[config.mk]
export PLATFORM = sky130hd
export DESIGN_NAME = iobus_uart_tx
export DESIGN_NICKNAME = d
export VERILOG_FILES = /design/src/rtl/iobus_uart_tx_pkg.sv /design/src/rtl/iobus_uart_tx_fifo.sv /design/src/rtl/iobus_uart_tx.sv
export SDC_FILE = /design/constraint.sdc
export NUM_CORES = 1
export LEC_CHECK = 0
export ABC_AREA = 1
export BUFFER_PORTS_ARGS = -buffer_cell sky130_fd_sc_hd__buf_2
export CAP_MARGIN = 25
export CORE_MARGIN = 5
export CORE_UTILIZATION = 54
export CTS_BUF_LIST = sky130_fd_sc_hd__clkbuf_4
export DETAILED_ROUTE_END_ITERATION = 16
export GPL_TIMING_DRIVEN = 0
export PLACE_DENSITY = 0.89
export SYNTH_ARGS = -nofsm -noshare
export SYNTH_HDL_FRONTEND = slang
export SYNTH_SLANG_ARGS = --single-unit
[constraint.sdc]
create_clock -name CLK -period 2.4 [get_ports CLK]
set_input_delay 0.12 -clock CLK [delete_from_list [all_inputs] [get_ports CLK]]
set_output_delay 0.12 -clock CLK [all_outputs]
set_load 0.05 [all_outputs]
[src/rtl/iobus_uart_tx_pkg.sv]
// uart_types: shared state encoding, register offsets and STATUS bit positions for the IOBUS UART
package uart_types;
    typedef enum logic [1:0] {IDLE, START, DATA, STOP} tx_state_t;
    localparam logic [3:0] DATA_OFS   = 4'h0;
    localparam logic [3:0] STATUS_OFS = 4'h4;
    localparam logic [3:0] CTRL_OFS   = 4'h8;
    localparam int STAT_BUSY  = 0;
    localparam int STAT_FULL  = 1;
    localparam int STAT_EMPTY = 2;
    localparam int STAT_OVF   = 3;
    localparam int STAT_CNT   = 4;
endpackage

[src/rtl/iobus_uart_tx_fifo.sv]
// otter_sync_fifo: show-ahead synchronous FIFO
// Ports: i_clk, i_rst_n (async active-low), i_push/i_din write side, i_pop read side,
//        o_dout (head entry), o_full, o_empty, o_count (entries held).
// A push while full is accepted only when a pop happens in the same cycle.
module otter_sync_fifo #(
    parameter int WIDTH = 8,
    parameter int DEPTH = 16
) (
    input  logic                     i_clk,
    input  logic                     i_rst_n,
    input  logic                     i_push,
    input  logic                     i_pop,
    input  logic [WIDTH-1:0]         i_din,
    output logic [WIDTH-1:0]         o_dout,
    output logic                     o_full,
    output logic                     o_empty,
    output logic [$clog2(DEPTH):0]   o_count
);
    localparam int AW = $clog2(DEPTH);
    localparam int CW = AW + 1;
    logic [WIDTH-1:0] r_mem [DEPTH];
    logic [AW-1:0]    r_wp, r_rp;
    logic [CW-1:0]    r_cnt;
    logic             w_wr, w_rd;
    assign w_rd    = i_pop & ~o_empty;
    assign w_wr    = i_push & (~o_full | w_rd);
    assign o_dout  = r_mem[r_rp];
    assign o_full  = r_cnt == CW'(DEPTH);
    assign o_empty = r_cnt == '0;
    assign o_count = r_cnt;
    always_ff @(posedge i_clk or negedge i_rst_n) begin
        if (!i_rst_n) begin
            r_wp  <= '0;
            r_rp  <= '0;
            r_cnt <= '0;
        end else begin
            if (w_wr) r_wp <= r_wp + 1'b1;
            if (w_rd) r_rp <= r_rp + 1'b1;
            r_cnt <= r_cnt + CW'(w_wr) - CW'(w_rd);
        end
    end
    always_ff @(posedge i_clk) begin
        if (w_wr) r_mem[r_wp] <= i_din;
    end
endmodule

[src/rtl/iobus_uart_tx.sv]
// iobus_uart_tx: MMIO 8N1 UART transmitter with TX FIFO, answering OTTER IOBUS loads/stores
// Ports: CLK, RESET_N (async active-low), IOBUS_ADDR/IOBUS_OUT/IOBUS_WR from the CPU MEM stage,
//        IOBUS_IN combinational load data (0 outside the window), TX serial line, IRQ drained level.
module iobus_uart_tx
    import uart_types::*;
#(
    parameter int          CLK_RATE   = 50,
    parameter int          BAUD       = 115200,
    parameter logic [31:0] BASE_ADDR  = 32'h1100_0100,
    parameter int          FIFO_DEPTH = 16
) (
    input  logic        CLK,
    input  logic        RESET_N,
    input  logic [31:0] IOBUS_ADDR,
    input  logic [31:0] IOBUS_OUT,
    input  logic        IOBUS_WR,
    output logic [31:0] IOBUS_IN,
    output logic        TX,
    output logic        IRQ
);
    localparam int DIV = (CLK_RATE * 1_000_000 + BAUD / 2) / BAUD;
    localparam int CW  = $clog2(FIFO_DEPTH) + 1;
    localparam int DW  = $clog2(DIV + 1);
    tx_state_t     r_state, w_state_nxt;
    logic [DW-1:0] r_cnt, w_cnt_nxt;
    logic [2:0]    r_bit, w_bit_nxt;
    logic [7:0]    r_sh, w_sh_nxt;
    logic          r_tx, w_tx_nxt;
    logic          r_ovf, r_ie, r_irq;
    logic [31:0]   w_ofs, w_status;
    logic [3:0]    w_reg;
    logic          w_hit, w_wr_data, w_wr_status, w_wr_ctrl, w_ie_nxt, w_tick, w_pop;
    logic          w_full, w_empty, w_unused;
    logic [7:0]    w_dout;
    logic [CW-1:0] w_count;
    // Window is decoded by word; +12 and beyond fall outside.
    assign w_ofs       = IOBUS_ADDR - BASE_ADDR;
    assign w_hit       = w_ofs < 32'd12;
    assign w_reg       = {w_ofs[3:2], 2'b00};
    assign w_wr_data   = IOBUS_WR & w_hit & (w_reg == DATA_OFS);
    assign w_wr_status = IOBUS_WR & w_hit & (w_reg == STATUS_OFS);
    assign w_wr_ctrl   = IOBUS_WR & w_hit & (w_reg == CTRL_OFS);
    assign w_ie_nxt    = w_wr_ctrl ? IOBUS_OUT[0] : r_ie;
    assign w_tick      = r_cnt == DW'(DIV - 1);
    assign w_unused    = &{1'b0, IOBUS_OUT[31:8], w_ofs[1:0]};
    assign TX          = r_tx;
    assign IRQ         = r_irq;
    otter_sync_fifo #(.WIDTH(8), .DEPTH(FIFO_DEPTH)) u_fifo (
        .i_clk   (CLK),
        .i_rst_n (RESET_N),
        .i_push  (w_wr_data),
        .i_pop   (w_pop),
        .i_din   (IOBUS_OUT[7:0]),
        .o_dout  (w_dout),
        .o_full  (w_full),
        .o_empty (w_empty),
        .o_count (w_count)
    );
    always_ff @(posedge CLK or negedge RESET_N) begin
        if (!RESET_N) begin
            r_state <= IDLE;
            r_cnt   <= '0;
            r_bit   <= '0;
            r_sh    <= '0;
            r_tx    <= 1'b1;
            r_ovf   <= 1'b0;
            r_ie    <= 1'b0;
            r_irq   <= 1'b0;
        end else begin
            r_state <= w_state_nxt;
            r_cnt   <= w_cnt_nxt;
            r_bit   <= w_bit_nxt;
            r_sh    <= w_sh_nxt;
            r_tx    <= w_tx_nxt;
            r_ie    <= w_ie_nxt;
            r_ovf   <= (w_wr_data & w_full & ~w_pop) ? 1'b1 :
                       (w_wr_status & IOBUS_OUT[STAT_OVF]) ? 1'b0 : r_ovf;
            // A push or ie=0 in this cycle drops IRQ at this same edge.
            r_irq   <= w_ie_nxt & w_empty & (r_state == IDLE) & ~w_wr_data;
        end
    end
    always_comb begin
        w_state_nxt = r_state;
        w_cnt_nxt   = w_tick ? '0 : r_cnt + 1'b1;
        w_bit_nxt   = r_bit;
        w_sh_nxt    = r_sh;
        w_tx_nxt    = r_tx;
        w_pop       = 1'b0;
        case (r_state)
            IDLE: begin
                w_cnt_nxt = '0;
                w_tx_nxt  = w_empty;
                if (!w_empty) begin
                    w_pop       = 1'b1;
                    w_sh_nxt    = w_dout;
                    w_state_nxt = START;
                end
            end
            START: if (w_tick) begin
                w_tx_nxt    = r_sh[0];
                w_bit_nxt   = '0;
                w_state_nxt = DATA;
            end
            DATA: if (w_tick) begin
                if (r_bit == 3'd7) begin
                    w_tx_nxt    = 1'b1;
                    w_state_nxt = STOP;
                end else begin
                    w_sh_nxt  = r_sh >> 1;
                    w_tx_nxt  = r_sh[1];
                    w_bit_nxt = r_bit + 1'b1;
                end
            end
            STOP: if (w_tick) begin
                // Back-to-back frames: next start bit follows the stop bit with no idle gap.
                w_pop       = ~w_empty;
                w_sh_nxt    = w_empty ? r_sh : w_dout;
                w_tx_nxt    = w_empty;
                w_state_nxt = w_empty ? IDLE : START;
            end
            default: w_state_nxt = IDLE;
        endcase
    end
    always_comb begin
        w_status                  = '0;
        w_status[STAT_BUSY]       = (r_state != IDLE) | ~w_empty;
        w_status[STAT_FULL]       = w_full;
        w_status[STAT_EMPTY]      = w_empty;
        w_status[STAT_OVF]        = r_ovf;
        w_status[STAT_CNT +: CW]  = w_count;
        IOBUS_IN = !w_hit                  ? 32'd0 :
                   (w_reg == STATUS_OFS)   ? w_status :
                   (w_reg == CTRL_OFS)     ? {31'd0, r_ie} : 32'd0;
    end
endmodule

-- Word-level counts from Yosys, hierarchy flattened
Memories as Yosys holds them, arrays and structs flattened.
Index checks and enable logic that the tools add are counted.
- flip-flop bits (word level): 39
- bits in latches: 0
- memory bits (writable): 128
- ROM bits: 0
- input port bits: 67
- output and inout bits: 34
- logic and storage cells: 97
- memories: 1
- memories (memory ; depth ; bits a word ; read ports ; clocked after Yosys merged registers in ; write ports ; RTL line ; RTL):
    u_fifo.r_mem ; 16 ; 8 ; 1 ; 0 ; 1 ; iobus_uart_tx_fifo.sv:21 ; logic [WIDTH-1:0] r_mem [DEPTH];
- add/sub/neg operators: 7
- multipliers: 0
- divide/modulo/power cells: 0
- order comparisons: 1
- equality and inequality tests: 14
- shifts and indexed selects: 0
- multiplexer cells: 34
- bitwise gates (word level): 18
- reduce and logical (&&, ||, !) cells: 11
- operator list (operator ; count):
    two-way mux 9 bit ; 4
    < comparator 32 x 4 -> 1 bit (second input constant) ; 1
    two-way mux 8 bit ; 4
    subtractor 32 x 29 -> 32 bit (second input constant) ; 1
    one-hot mux 8 bit (3 select lines) ; 1
    two-way mux 1 bit ; 13
    AND 1 bit ; 12
    inequality test 2 bit (second input constant) ; 6
    two-way mux 2 bit ; 5
    adder 9 x 1 -> 9 bit (second input constant) ; 1
    equality test 9 bit (second input constant) ; 1
    two-way mux 3 bit ; 3
    adder 4 x 1 -> 4 bit (second input constant) ; 2
    one-hot mux 2 bit (4 select lines) ; 1
    AND reduction 4 bit ; 2
    equality test 2 bit (second input constant) ; 3
    one-hot mux 3 bit (2 select lines) ; 1
    nonzero test 2 bit ; 3
    adder 5 x 1 -> 5 bit ; 1
    equality test 5 bit (second input constant) ; 1
    logical NOT 5 bit ; 1
    AND reduction 5 bit ; 1
    subtractor 5 x 1 -> 5 bit ; 1
    equality test 2 x 1 -> 1 bit (second input constant) ; 2
    other kinds (10) ; 14

-- Longest topological paths before layout
Gate-level depths: netlist of the first run.
- depth in word-level cells: 9
- depth in mapped cells: 19
- mapped depth without buffers: 19

-- Modules after synthesis
Synthesis of the first run repeated with hierarchy kept, for this count alone.
- cells, all modules: 985
- area, all modules: 8619.5 um^2
- by module, submodules not included (module ; instances ; cells an instance ; area an instance (um^2) ; sequential area each (um^2)):
    otter_sync_fifo ; 1 ; 622 ; 6284.8 ; 4169.0
    iobus_uart_tx ; 1 ; 363 ; 2334.7 ; 651.9

-- Worst setup path after synthesis of the first run
No wires, ideal clock.
- kind: input -> output
- from: input port IOBUS_ADDR[17]
- to: output port IOBUS_IN[1]
- arrival: 2.667 ns
- data required time: 2.280 ns
- setup slack: -0.387 ns
- stages: 13
- buffers on the path: 0
- path through: nor2_1 nand2_1 nor2_1 nand2_2 nand2_1 nand2_1 nor2_1 nand2_1 nor2_1 nand2_1 nor2_4 inv_2 nor4_1
- word-level cells in the longest chain between the ends: 3
- RTL lines (element ; RTL line ; RTL):
    start, declared ; iobus_uart_tx.sv:14 ; input logic [31:0] IOBUS_ADDR,
    subtractor 32 x 29 -> 32 bit ; iobus_uart_tx.sv:37 ; assign w_ofs = IOBUS_ADDR - BASE_ADDR;
    < comparator 32 x 4 -> 1 bit ; iobus_uart_tx.sv:38 ; assign w_hit = w_ofs < 32'd12;
    two-way mux 9 bit ; iobus_uart_tx.sv:131 ; IOBUS_IN = !w_hit ? 32'd0 :
    end, declared ; iobus_uart_tx.sv:17 ; output logic [31:0] IOBUS_IN,
Every way passes these cells.

-- Worst setup path in the final report of the first run
- from: register r_cnt[3]
- to: register u_fifo.r_cnt[4], in the netlist u_fifo.o_count[4]
- word-level cells in the longest chain between the ends: 8
- RTL lines (element ; RTL line ; RTL):
    start, declared ; iobus_uart_tx.sv:25 ; logic [DW-1:0] r_cnt, w_cnt_nxt;
    start signal, assigned ; iobus_uart_tx.sv:71 ; r_cnt <= w_cnt_nxt;
    equality test 9 bit * ; iobus_uart_tx.sv:44 ; assign w_tick = r_cnt == DW'(DIV - 1);
    two-way mux 1 bit * ; iobus_uart_tx.sv:114 ; STOP: if (w_tick) begin
    one-hot mux 1 bit (2 select lines) * ; iobus_uart_tx.sv:89 ; case (r_state)
    AND 1 bit * ; iobus_uart_tx_fifo.sv:25 ; assign w_rd = i_pop & ~o_empty;
    named net u_fifo.w_rd ; iobus_uart_tx_fifo.sv:24 ; logic w_wr, w_rd;
    OR 1 bit ; iobus_uart_tx_fifo.sv:26 ; assign w_wr = i_push & (~o_full | w_rd);
    AND 1 bit ; iobus_uart_tx_fifo.sv:26 ;
    adder 5 x 1 -> 5 bit ; iobus_uart_tx_fifo.sv:39 ; r_cnt <= r_cnt + CW'(w_wr) - CW'(w_rd);
    subtractor 5 x 1 -> 5 bit * ; iobus_uart_tx_fifo.sv:39 ;
    end signal, assigned ; iobus_uart_tx_fifo.sv:39 ;
    end, declared ; iobus_uart_tx_fifo.sv:23 ; logic [CW-1:0] r_cnt;
The timed path passes the listed nets; every way through them passes the cells marked *.
A chain may end at the register's enable or synchronous reset.

==> results of run 1 <==
[power by group through the flow]
stage	Clock, W	Sequential, W	Combinational (W)
after CTS	0.00165	0.00311	0.000295
final	0.00171	0.00311	0.000317
after global routing	0.00181	0.00311	0.000338
after global placement	0	0.00318	0.000275
after floorplan	0	0.00318	0.000176
after detailed placement	0	0.00318	0.000279
[per-layer routing]
layer  global-route usage, %  wire, um
met5                       0         0
met4                    9.30      1620
met3                    4.75      2860
met2                    39.9     11300
met1                    29.5      8220
[worst min-delay path by stage]
stage | endpoint | slack (ns) | cells past startpoint
6_report | u_fifo.r_wp[3] | 0.11 | 8
5_1_grt | u_fifo.r_wp[3] | 0.14 | 8
4_1_cts | IRQ | 0.01 | 5
3_5_place_dp | u_fifo.r_wp[0] | 0.31 | 1
3_3_place_gp | IRQ | 0.31 | 1
2_1_floorplan | IRQ | -0.18 | 0
[area by class of cell]
cell class              count  area share [%]
flip-flops and latches    167            48.7
inverters                  74            2.96
multi-input cells         536            31.4
well taps                 184            2.33
clock inverters            14            1.52
plain buffers              49            3.00
clock buffers              18            1.37
repair buffers            106            8.69
[cell usage in the layout (no fill, tap or decap), types with 18 or more instances in the layout]
cell type,count
inv_1,57
edfxtp_1,128
nor2_4,22
conb_1,23
buf_4,52
nor2_1,113
nand2_1,103
dfrtp_1,38
a21oi_1,23
o21ai_0,81
clkbuf_4,21
clkbuf_1,18
o221ai_1,23
nand3_1,32
buf_2,52
[cells in the mapped netlist, drive strengths merged, types with 2 or more instances]
cell	n
a21oi	25
nor2	142
buf	27
nand3b	3
o21ai	88
nand3	36
inv	72
o221ai	23
nand4	9
o211ai	8
o22ai	10
edfxtp	128
ha	20
nor4	2
xor2	9
or2	3
nand2	115
nor3	12
clkbuf	23
dfrtp	38
xnor2	2
clkinv	2
[cells by family (layout without fill, tap and decap cells)]
logic type	after synthesis	after routing	synth area share (%)
AO/OA/AOI/OAI	158	158	11.4
XOR/XNOR	11	11	1.19
adder cells (fa/ha/maj)	21	21	3.33
buffers and inverters	124	261	6.92
flip-flops	167	167	59.4
other	1	23	0.0462
AND/OR/NAND/NOR	323	323	17.7
[flip-flops by register name, indices dropped and copies added (netlist names)]
| register | flops |
|---|---|
| u_fifo.r_rp | 4 |
| u_fifo.r_wp | 4 |
| TX | 1 |
| r_bit | 3 |
| r_ovf | 1 |
| u_fifo.r_mem | 128 |
| r_ie | 1 |
| r_cnt | 9 |
| u_fifo.o_count | 5 |
| r_state | 2 |
| r_sh | 8 |
| IRQ | 1 |
[through the flow]
step                      setup TNS, ns  hold slack [ns]  cell area [um2]  power [W]  utilization (%)
after detailed placement         -65.96            0.305             8720    0.00345             59.6
after global placement           -63.23            0.305             8720    0.00345             59.6
after CTS                        -0.131           0.0139             9500    0.00506             64.8
after global routing             -28.13            0.143             9900    0.00526             67.6
final                            -16.08            0.108             9900    0.00514             67.6
after floorplan                  -0.119           -0.176             8240    0.00335                -
[critical path: stages, from the launching register on]
cell and delay (ns):
dfrtp_1 0.40, or2_1 0.23, nor3_2 0.21, nand2_1 0.12
o21ai_2 0.20, nand3_4 0.13, inv_4 0.09, ha_4 0.20
inv_4 0.06, ha_4 0.14, inv_4 0.03, fa_2 0.36
o21ai_2 0.15, a21oi_2 0.08, xor2_1 0.14
[repair_timing]
item	4_1_cts	5_1_grt
pin swaps	10	32
hold endpoints to repair	171	0
endpoints found under the setup margin	135	154
setup buffers	22	23
hold buffers	14	0
resized for setup	53	38
==> impl_metrics.env, run 1 <==
export IMPL_status="complete, but fails checks"
export IMPL_violations="negative setup slack"
export IMPL_p_clk_share_pct=33.3
export IMPL_drive_gt1_share_pct=24.5
export IMPL_pwr_share_comb_pct=6.2
export IMPL_finalCritPeriodShare_pct=110
export IMPL_ys_warn_count=0
export IMPL_p_int_w=0.00377
export IMPL_seqCellArea_mm2=0.00482
export IMPL_port_buffers=51
export IMPL_grt_pass1_wl_um=32600
export IMPL_yosysSeqAreaShare_pct=59.4
export IMPL_finalSetupViolCount=135
export IMPL_ys_types=43
export IMPL_cts_root_buf="clkbuf_4"
export IMPL_crit_path_end="u_fifo.o_count[4]"
export IMPL_synth_area_mm2=0.00811
export IMPL_start_util_pct=55.4
export IMPL_critPathLaunchType="flip-flop"
export IMPL_nets=1039
export IMPL_fin_ws_ns=-0.249
export IMPL_power_density_mw_per_mm2=519
export IMPL_cp_end_kind="flip-flop"
export IMPL_critPathKind="reg2reg"
export IMPL_reg2reg_setup_slack_ns=-0.25
export IMPL_yosysTopAreaCell="edfxtp_1"
export IMPL_switching_power_w=0.00137
export IMPL_fmax_ghz=0.377
export IMPL_vias_per_cell=6.32
export IMPL_grt_usage_pct=23.4
export IMPL_syn_area_per_cell_um2=10.1
export IMPL_dpl_worst_slack_ns=-0.631
export IMPL_crit_arrival_ns=3.15
export IMPL_place_congestion=0.897
export IMPL_vias=7250
export IMPL_antenna_left=0
export IMPL_synth_area_leaders="edfxtp_1 (47%), dfrtp_1 (12%), nor2_1 (6.2%)"
export IMPL_hold_viol=0
export IMPL_hpwl_um=13000
export IMPL_instances_no_fill=1148
export IMPL_drt_iter0_drc=1112
export IMPL_required_ns=2.90
export IMPL_path_clk_slew_ns=0.15
export IMPL_multi_input_area_mm2=0.00311
export IMPL_slew_headroom_pct=36.0
export IMPL_area_delta_synth_final_pct=22.0
export IMPL_peakVddDrop_mv=0.300
export IMPL_globalRoute_totalOverflow=0
export IMPL_antenna_found_initial=0
export IMPL_cts_tree="done"
export IMPL_critPathLaunch="r_cnt[3]"
export IMPL_hold_path_startpoint="IOBUS_ADDR[7]"
export IMPL_die_area_mm2=0.0176
export IMPL_ys_ff_latch=167
export IMPL_switching_share_pct=26.6
export IMPL_ys_flop_type="edfxtp_1"
export IMPL_r2r_cells=14
export IMPL_period_minus_slack_ns=2.65
export IMPL_crit_fanout=3
export IMPL_ys_async_sr_fraction_pct=23.4
export IMPL_insertion_delay_ns=0.61
export IMPL_pwr_share_seq_pct=60.6
export IMPL_cts_sinks=167
export IMPL_die_w_um=133
export IMPL_slew_violations=0
export IMPL_worst_pin_slew_ns=0.960
export IMPL_core_area_mm2=0.0146
export IMPL_hp_class="in2reg"
export IMPL_dp_cells=1062
export IMPL_cap_violations=0
export IMPL_rsz0062_at_grt="true"
export IMPL_synth_edf_count=128
export IMPL_drtPass1Iterations=7
export IMPL_drc=0
export IMPL_synthCells=805
export IMPL_worstReg2RegStart="r_cnt[3]"
export IMPL_cts_htree_levels=4
export IMPL_synth_top_area_share_pct=47.4
export IMPL_grt_pass1_vias=6413
export IMPL_cts_buffers=17
export IMPL_wire_per_inst_um=20.9
export IMPL_clock_skew_ns=0.0314
export IMPL_io_pin_count=101
export IMPL_antenna_cells=0
export IMPL_fill_cells=928
export IMPL_p_leak_nw=3.94
export IMPL_grt_max_degree=40
export IMPL_wl_um=24000
export IMPL_clk_path_buf_depth=2
export IMPL_die_h_um=133
export IMPL_rr_endpoint="u_fifo.o_count[4]"
export IMPL_rows=44
Note: power is estimated with default switching activity, not from simulation.
==> inputs of run 2 (changes only) <==
SETUP_SLACK_MARGIN = 0.1   (was unset)
==> impl_metrics.env, run 2 (synthesis results as in run 1) <==
export IMPL_status="complete, but fails checks"
export IMPL_violations="negative setup slack"
export IMPL_cp_num_buf_inv=3
export IMPL_start_util_pct=55.4
export IMPL_largestRegisters="u_fifo.r_mem: 128 flops, r_cnt: 9 flops, r_sh: 8 flops"
export IMPL_wire_per_inst_um=19.5
export IMPL_slew_headroom_pct=39.1
export IMPL_highest_layer="met4"
export IMPL_mostFrequentLayoutCell="edfxtp_1"
export IMPL_antenna_found_initial=1
export IMPL_core_area_mm2=0.0146
export IMPL_grt_usage_pct=24.7
export IMPL_cap_violations=0
export IMPL_area_delta_synth_final_pct=23.8
export IMPL_place_congestion=0.896
export IMPL_finalSetupViolCount=60
export IMPL_drt_iter0_drc=929
export IMPL_hp_class="in2reg"
export IMPL_cts_htree_levels=4
export IMPL_drtPass1Iterations=6
export IMPL_p_leak_nw=3.99
export IMPL_port_buffers=51
export IMPL_cts_tree="done"
export IMPL_required_ns=2.85
export IMPL_finalCritPeriodShare_pct=108
export IMPL_rsz0062_at_grt="true"
export IMPL_path_delay_family="adder cells"
export IMPL_fmax_ghz=0.386
export IMPL_dr_wl_met3_um=2280
export IMPL_clock_skew_ns=0.0301
export IMPL_cts_buffers=17
export IMPL_critPathKind="reg2reg"
export IMPL_grt_pass1_vias=6673
export IMPL_cts_sinks=167
export IMPL_grt_pass1_wl_um=34200
export IMPL_fin_ws_ns=-0.193
export IMPL_drt_met1_wl_um=8060
export IMPL_crit_arrival_ns=3.05
export IMPL_final_cell_mix="edfxtp_1 (128), nor2_1 (112), nand2_1 (102), o21ai_0 (82), inv_1 (57)"
export IMPL_cp_end_kind="flip-flop"
export IMPL_die_h_um=133
export IMPL_path_cells="or2_4 > nor3_4 > nand2_2 > o21ai_2 > nand3_4 > inv_4 > ha_4 > inv_4 > ha_4 > inv_2 > fa_2 > o21ai_2 > a21oi_2 > xor2_1"
export IMPL_clk_path_buf_depth=2
export IMPL_hpwl_um=13500
export IMPL_nets=1045
export IMPL_slowest_delay_ns=0.43
export IMPL_rows=44
export IMPL_antenna_left=0
export IMPL_crit_fanout=3
export IMPL_wl_met2_um=11200
export IMPL_die_w_um=133
export IMPL_die_area_mm2=0.0176
export IMPL_drive_gt1_share_pct=26.4
export IMPL_cts_root_buf="clkbuf_4"
export IMPL_slowest_stage="dfrtp_1"
export IMPL_wl_um=22500
export IMPL_top_register="u_fifo.r_mem"
export IMPL_hold_viol=0
export IMPL_power_w=0.00492
export IMPL_critPathLaunchType="flip-flop"
export IMPL_path_clk_slew_ns=0.14
export IMPL_vias_per_cell=5.93
export IMPL_period_minus_slack_ns=2.59
export IMPL_insertion_delay_ns=0.57
export IMPL_power_density_mw_per_mm2=490
export IMPL_vias=6848
export IMPL_worst_pin_slew_ns=0.914
export IMPL_io_pin_count=101
export IMPL_slew_violations=0
export IMPL_largest_reg_flops=128
export IMPL_dpl_worst_slack_ns=-0.396
export IMPL_globalRoute_totalOverflow=0
export IMPL_peakVddDrop_mv=0.299
export IMPL_drc=0
export IMPL_grt_max_degree=40
run 2: cell types whose count changed in the layout (fill, tap and decap cells not counted), moves of 3 or more:
| cell | before | now |
|---|---|---|
| buf_6 | 1 | 13 |
| clkbuf_1 | 18 | 10 |
| clkbuf_2 | 2 | 10 |
| nor3_1 | 10 | 4 |
| nor3_2 | 2 | 7 |
| buf_4 | 52 | 48 |
| buf_12 | 12 | 15 |
| clkinv_4 | 1 | 4 |
| inv_6 | 6 | 3 |
| nand2_4 | 5 | 2 |
| nand2_8 | 1 | 4 |
run 2: worst min-delay path: stages:
cell and delay, ns:
buf_2 0.12, nor2_1 0.09, nand4_1 0.15, a21oi_1 0.11
run 2: path summary, 6_finish.rpt:
| check | to | slack, ns | start | depth (start not counted) |
|---|---|---|---|---|
| hold / removal | IRQ | 0.06 | IOBUS_ADDR[2] | 4 |
| max in group asynchronous | r_sh[2] | 1.60 | RESET_N | 2 |
| hold reg to reg | r_sh[7] | 0.51 | r_sh[7] | 2 |
| setup / recovery | u_fifo.o_count[4] | -0.19 | r_cnt[2] | 14 |
| setup reg to reg | u_fifo.o_count[4] | -0.19 | r_cnt[2] | 14 |
| min in group asynchronous | u_fifo.r_wp[1] | 0.21 | RESET_N | 2 |
run 2: report_power, final:
| part | leakage [nW] | switching, W | internal (W) |
|---|---|---|---|
| clock network | 0.147 | 0.00106 | 0.000450 |
| registers | 1.62 | 0.0000000631 | 0.00311 |
| logic | 2.22 | 0.000214 | 0.0000909 |
run 2: area by class of cell:
class | instances | area [um2]
tap | 184 | 230
sequential | 167 | 4820
fill | 1032 | 4600
multi-input combinational | 536 | 3160
clock buffer | 18 | 135
inverter | 74 | 298
antenna | 1 | 2.50
timing repair buffer | 111 | 966
buffer | 50 | 322
clock inverter | 14 | 115
run 2: what timing repair did:
action / CTS / global route
gates resized for setup: 52 / 57
buffers inserted: 33 / 14
endpoints found under the hold margin: 170 / 0
hold buffers: 14 / 0
pin swaps: 25 / 27
endpoints found under the setup margin: 142 / 148
run 2: stage by stage:
step	instance area (um2)	setup TNS [ns]	cells	util [%]	hold slack (ns)
after CTS	9830	-4.10	1141	67.1	0.00382
after global routing	10000	-11.58	1155	68.6	0.0555
after floorplan	8310	-0.118	827	-	-0.176
final	10000	-1.61	1155	68.6	0.0627
after global placement	8790	-30.13	1062	60.0	0.288
after detailed placement	8790	-33.27	1062	60.0	0.292
run 2: metal layers:
| layer | up-vias | global-route usage [%] |
|---|---|---|
| met5 | - | 0 |
| met4 | 0 | 11.7 |
| met1 | 3219 | 29.8 |
| met2 | 463 | 42.2 |
| li1 | 3053 | - |
| met3 | 113 | 5.58 |
==> inputs of run 3 (changes only) <==
==> constraint.sdc (replaced) <==
create_clock -name CLK -period 2.4 [get_ports CLK]
set_input_delay 0 -clock CLK [delete_from_list [all_inputs] [get_ports CLK]]
set_output_delay 0 -clock CLK [all_outputs]
set_load 0.05 [all_outputs]
==> impl_metrics.env, run 3 (synthesis results as in run 1) <==
export IMPL_wl_um=23600
export IMPL_drtPass1Iterations=6
export IMPL_top_register="u_fifo.r_mem"
export IMPL_die_area_mm2=0.0176
export IMPL_globalRoute_totalOverflow=0
export IMPL_cts_sinks=167
export IMPL_wire_per_inst_um=20.4
export IMPL_cts_htree_levels=4
export IMPL_hpwl_um=13300
export IMPL_die_h_um=133
export IMPL_finalSetupViolCount=132
export IMPL_grt_max_degree=40
export IMPL_antenna_left=0
export IMPL_vias=7032
export IMPL_die_w_um=133
export IMPL_design_area_mm2=0.0101
export IMPL_clock_skew_ns=0.0335
export IMPL_port_buffers=51
export IMPL_period_minus_slack_ns=2.65
export IMPL_cts_buffers=17
export IMPL_hold_ws_ns=0.0754
export IMPL_slew_headroom_pct=36.3
export IMPL_cts_root_buf="clkbuf_4"
export IMPL_largest_reg_flops=128
export IMPL_antenna_found_initial=1
export IMPL_rows=44
export IMPL_insertion_delay_ns=0.61
export IMPL_fmax_ghz=0.378
export IMPL_power_density_mw_per_mm2=492
export IMPL_status="complete, but fails checks"
export IMPL_critPathKind="reg2reg"
export IMPL_slowest_delay_ns=0.41
export IMPL_peakVddDrop_mv=0.265
export IMPL_path_cells="or2_1 > nor3_2 > nand2_2 > o21ai_4 > nand3_4 > inv_4 > ha_4 > inv_4 > ha_4 > inv_2 > fa_2 > o21ai_2 > a21oi_2 > xor2_1"
export IMPL_area_delta_synth_final_pct=24.5
export IMPL_p_leak_nw=4.00
export IMPL_hp_class="in2reg"
export IMPL_crit_fanout=3
export IMPL_grt_usage_pct=25.9
export IMPL_fin_ws_ns=-0.246
export IMPL_clk_path_buf_depth=2
export IMPL_dpl_worst_slack_ns=-0.478
export IMPL_io_pin_count=101
export IMPL_largestRegisters="u_fifo.r_mem: 128 flops, r_cnt: 9 flops, r_sh: 8 flops"
export IMPL_required_ns=2.88
export IMPL_slowest_stage="dfrtp_1"
export IMPL_place_congestion=0.900
export IMPL_critPathLaunchType="flip-flop"
export IMPL_fill_cells=982
export IMPL_timing_setup_tns_ns=-21.24
export IMPL_cp_end_kind="flip-flop"
export IMPL_hold_viol=0
export IMPL_crit_arrival_ns=3.12
export IMPL_fin_util_pct=69.0
export IMPL_slew_violations=0
export IMPL_cap_violations=0
export IMPL_final_cell_mix="edfxtp_1 (128), nor2_1 (109), nand2_1 (103), o21ai_0 (82), inv_1 (61)"
export IMPL_rsz0062_at_grt="true"
export IMPL_mostFrequentLayoutCell="edfxtp_1"
export IMPL_finalCritPeriodShare_pct=110
export IMPL_grt_pass1_wl_um=35700
export IMPL_drt_iter0_drc=1141
export IMPL_drc=0
export IMPL_grt_pass1_vias=6966
export IMPL_path_clk_slew_ns=0.13
export IMPL_worst_pin_slew_ns=0.956
export IMPL_cts_tree="done"
export IMPL_drive_gt1_share_pct=25.3
export IMPL_core_area_mm2=0.0146
export IMPL_vias_per_cell=6.08
export IMPL_placed_area_mm2=0.00876
export IMPL_violations="negative setup slack"
export IMPL_nets=1048
export IMPL_start_util_pct=55.4
-- run 3: cell count changes in the layout (fill, tap and decap cells not counted), sizes merged --
cell	change
inv	-4
bufinv	+1
buf	-5
dlygate4sd3	+5
clkbuf	+4
-- run 3: stage by stage --
stage | std cells | total power, W
after global routing | 1156 | 0.00508
after CTS | 1146 | 0.00489
after global placement | 1062 | 0.00345
final | 1156 | 0.00496
after floorplan | 827 | 0.00335
after detailed placement | 1062 | 0.00345
-- run 3: critical path: cells and delay by family (launching register included) --
family	cells	cell delay, ns
and+or+nand+nor	4	0.71
xor gates and xnor gates	1	0.14
buffers and inverters	3	0.18
DFF	1	0.41
AOI/OAI and AO/OA	3	0.42
adders and majority gates	3	0.68
-- run 3: final cells by class --
class	instances	area, um2	share of cell area [%]
diodes	1	2.50	0.0248
repair buffers	114	1010	10.0
clock inverters	11	103	1.02
well taps	184	230	2.28
inverters	74	295	2.92
plain buffers	50	310	3.07
multi-input cells	536	3180	31.5
clock buffers	19	143	1.41
flip-flops and latches	167	4820	47.7
-- run 3: layer usage --
metal / share of wire (%) / vias to the layer above / track usage (%)
li1: - / 3063 / -
met1: 35 / 3241 / 30.4
met2: 49 / 580 / 43.7
met3: 10 / 148 / 5.88
met4: 6.4 / 0 / 15.3
met5: 0 / - / 0
-- run 3: repair_timing --
item                                    in CTS  in global routing
hold endpoints to repair                   174                  0
pin swaps                                   23                 30
setup buffers                               34                 11
endpoints found under the setup margin     139                145
resized for setup                           34                 74
hold buffers                                20                  0
-- run 3: path summary, 6_finish.rpt --
| kind | slack, ns | from | to | cells after the start |
|---|---|---|---|---|
| setup / recovery | -0.25 | r_cnt[2] | u_fifo.o_count[4] | 14 |
| hold / removal | 0.08 | IOBUS_ADDR[7] | u_fifo.r_wp[3] | 9 |
| setup reg to reg | -0.25 | r_cnt[2] | u_fifo.o_count[4] | 14 |
| hold reg to reg | 0.51 | r_sh[6] | r_sh[6] | 2 |
| max in group asynchronous | 1.70 | RESET_N | u_fifo.r_rp[0] | 2 |
| min in group asynchronous | 0.09 | RESET_N | u_fifo.r_wp[0] | 2 |
-- run 3: power by group --
| group | internal [W] | switching [W] |
|---|---|---|
| Clock | 0.000531 | 0.00101 |
| Combinational | 0.0000960 | 0.000220 |
| Sequential | 0.00311 | 0.0000000636 |
| Total | 0.00374 | 0.00123 |
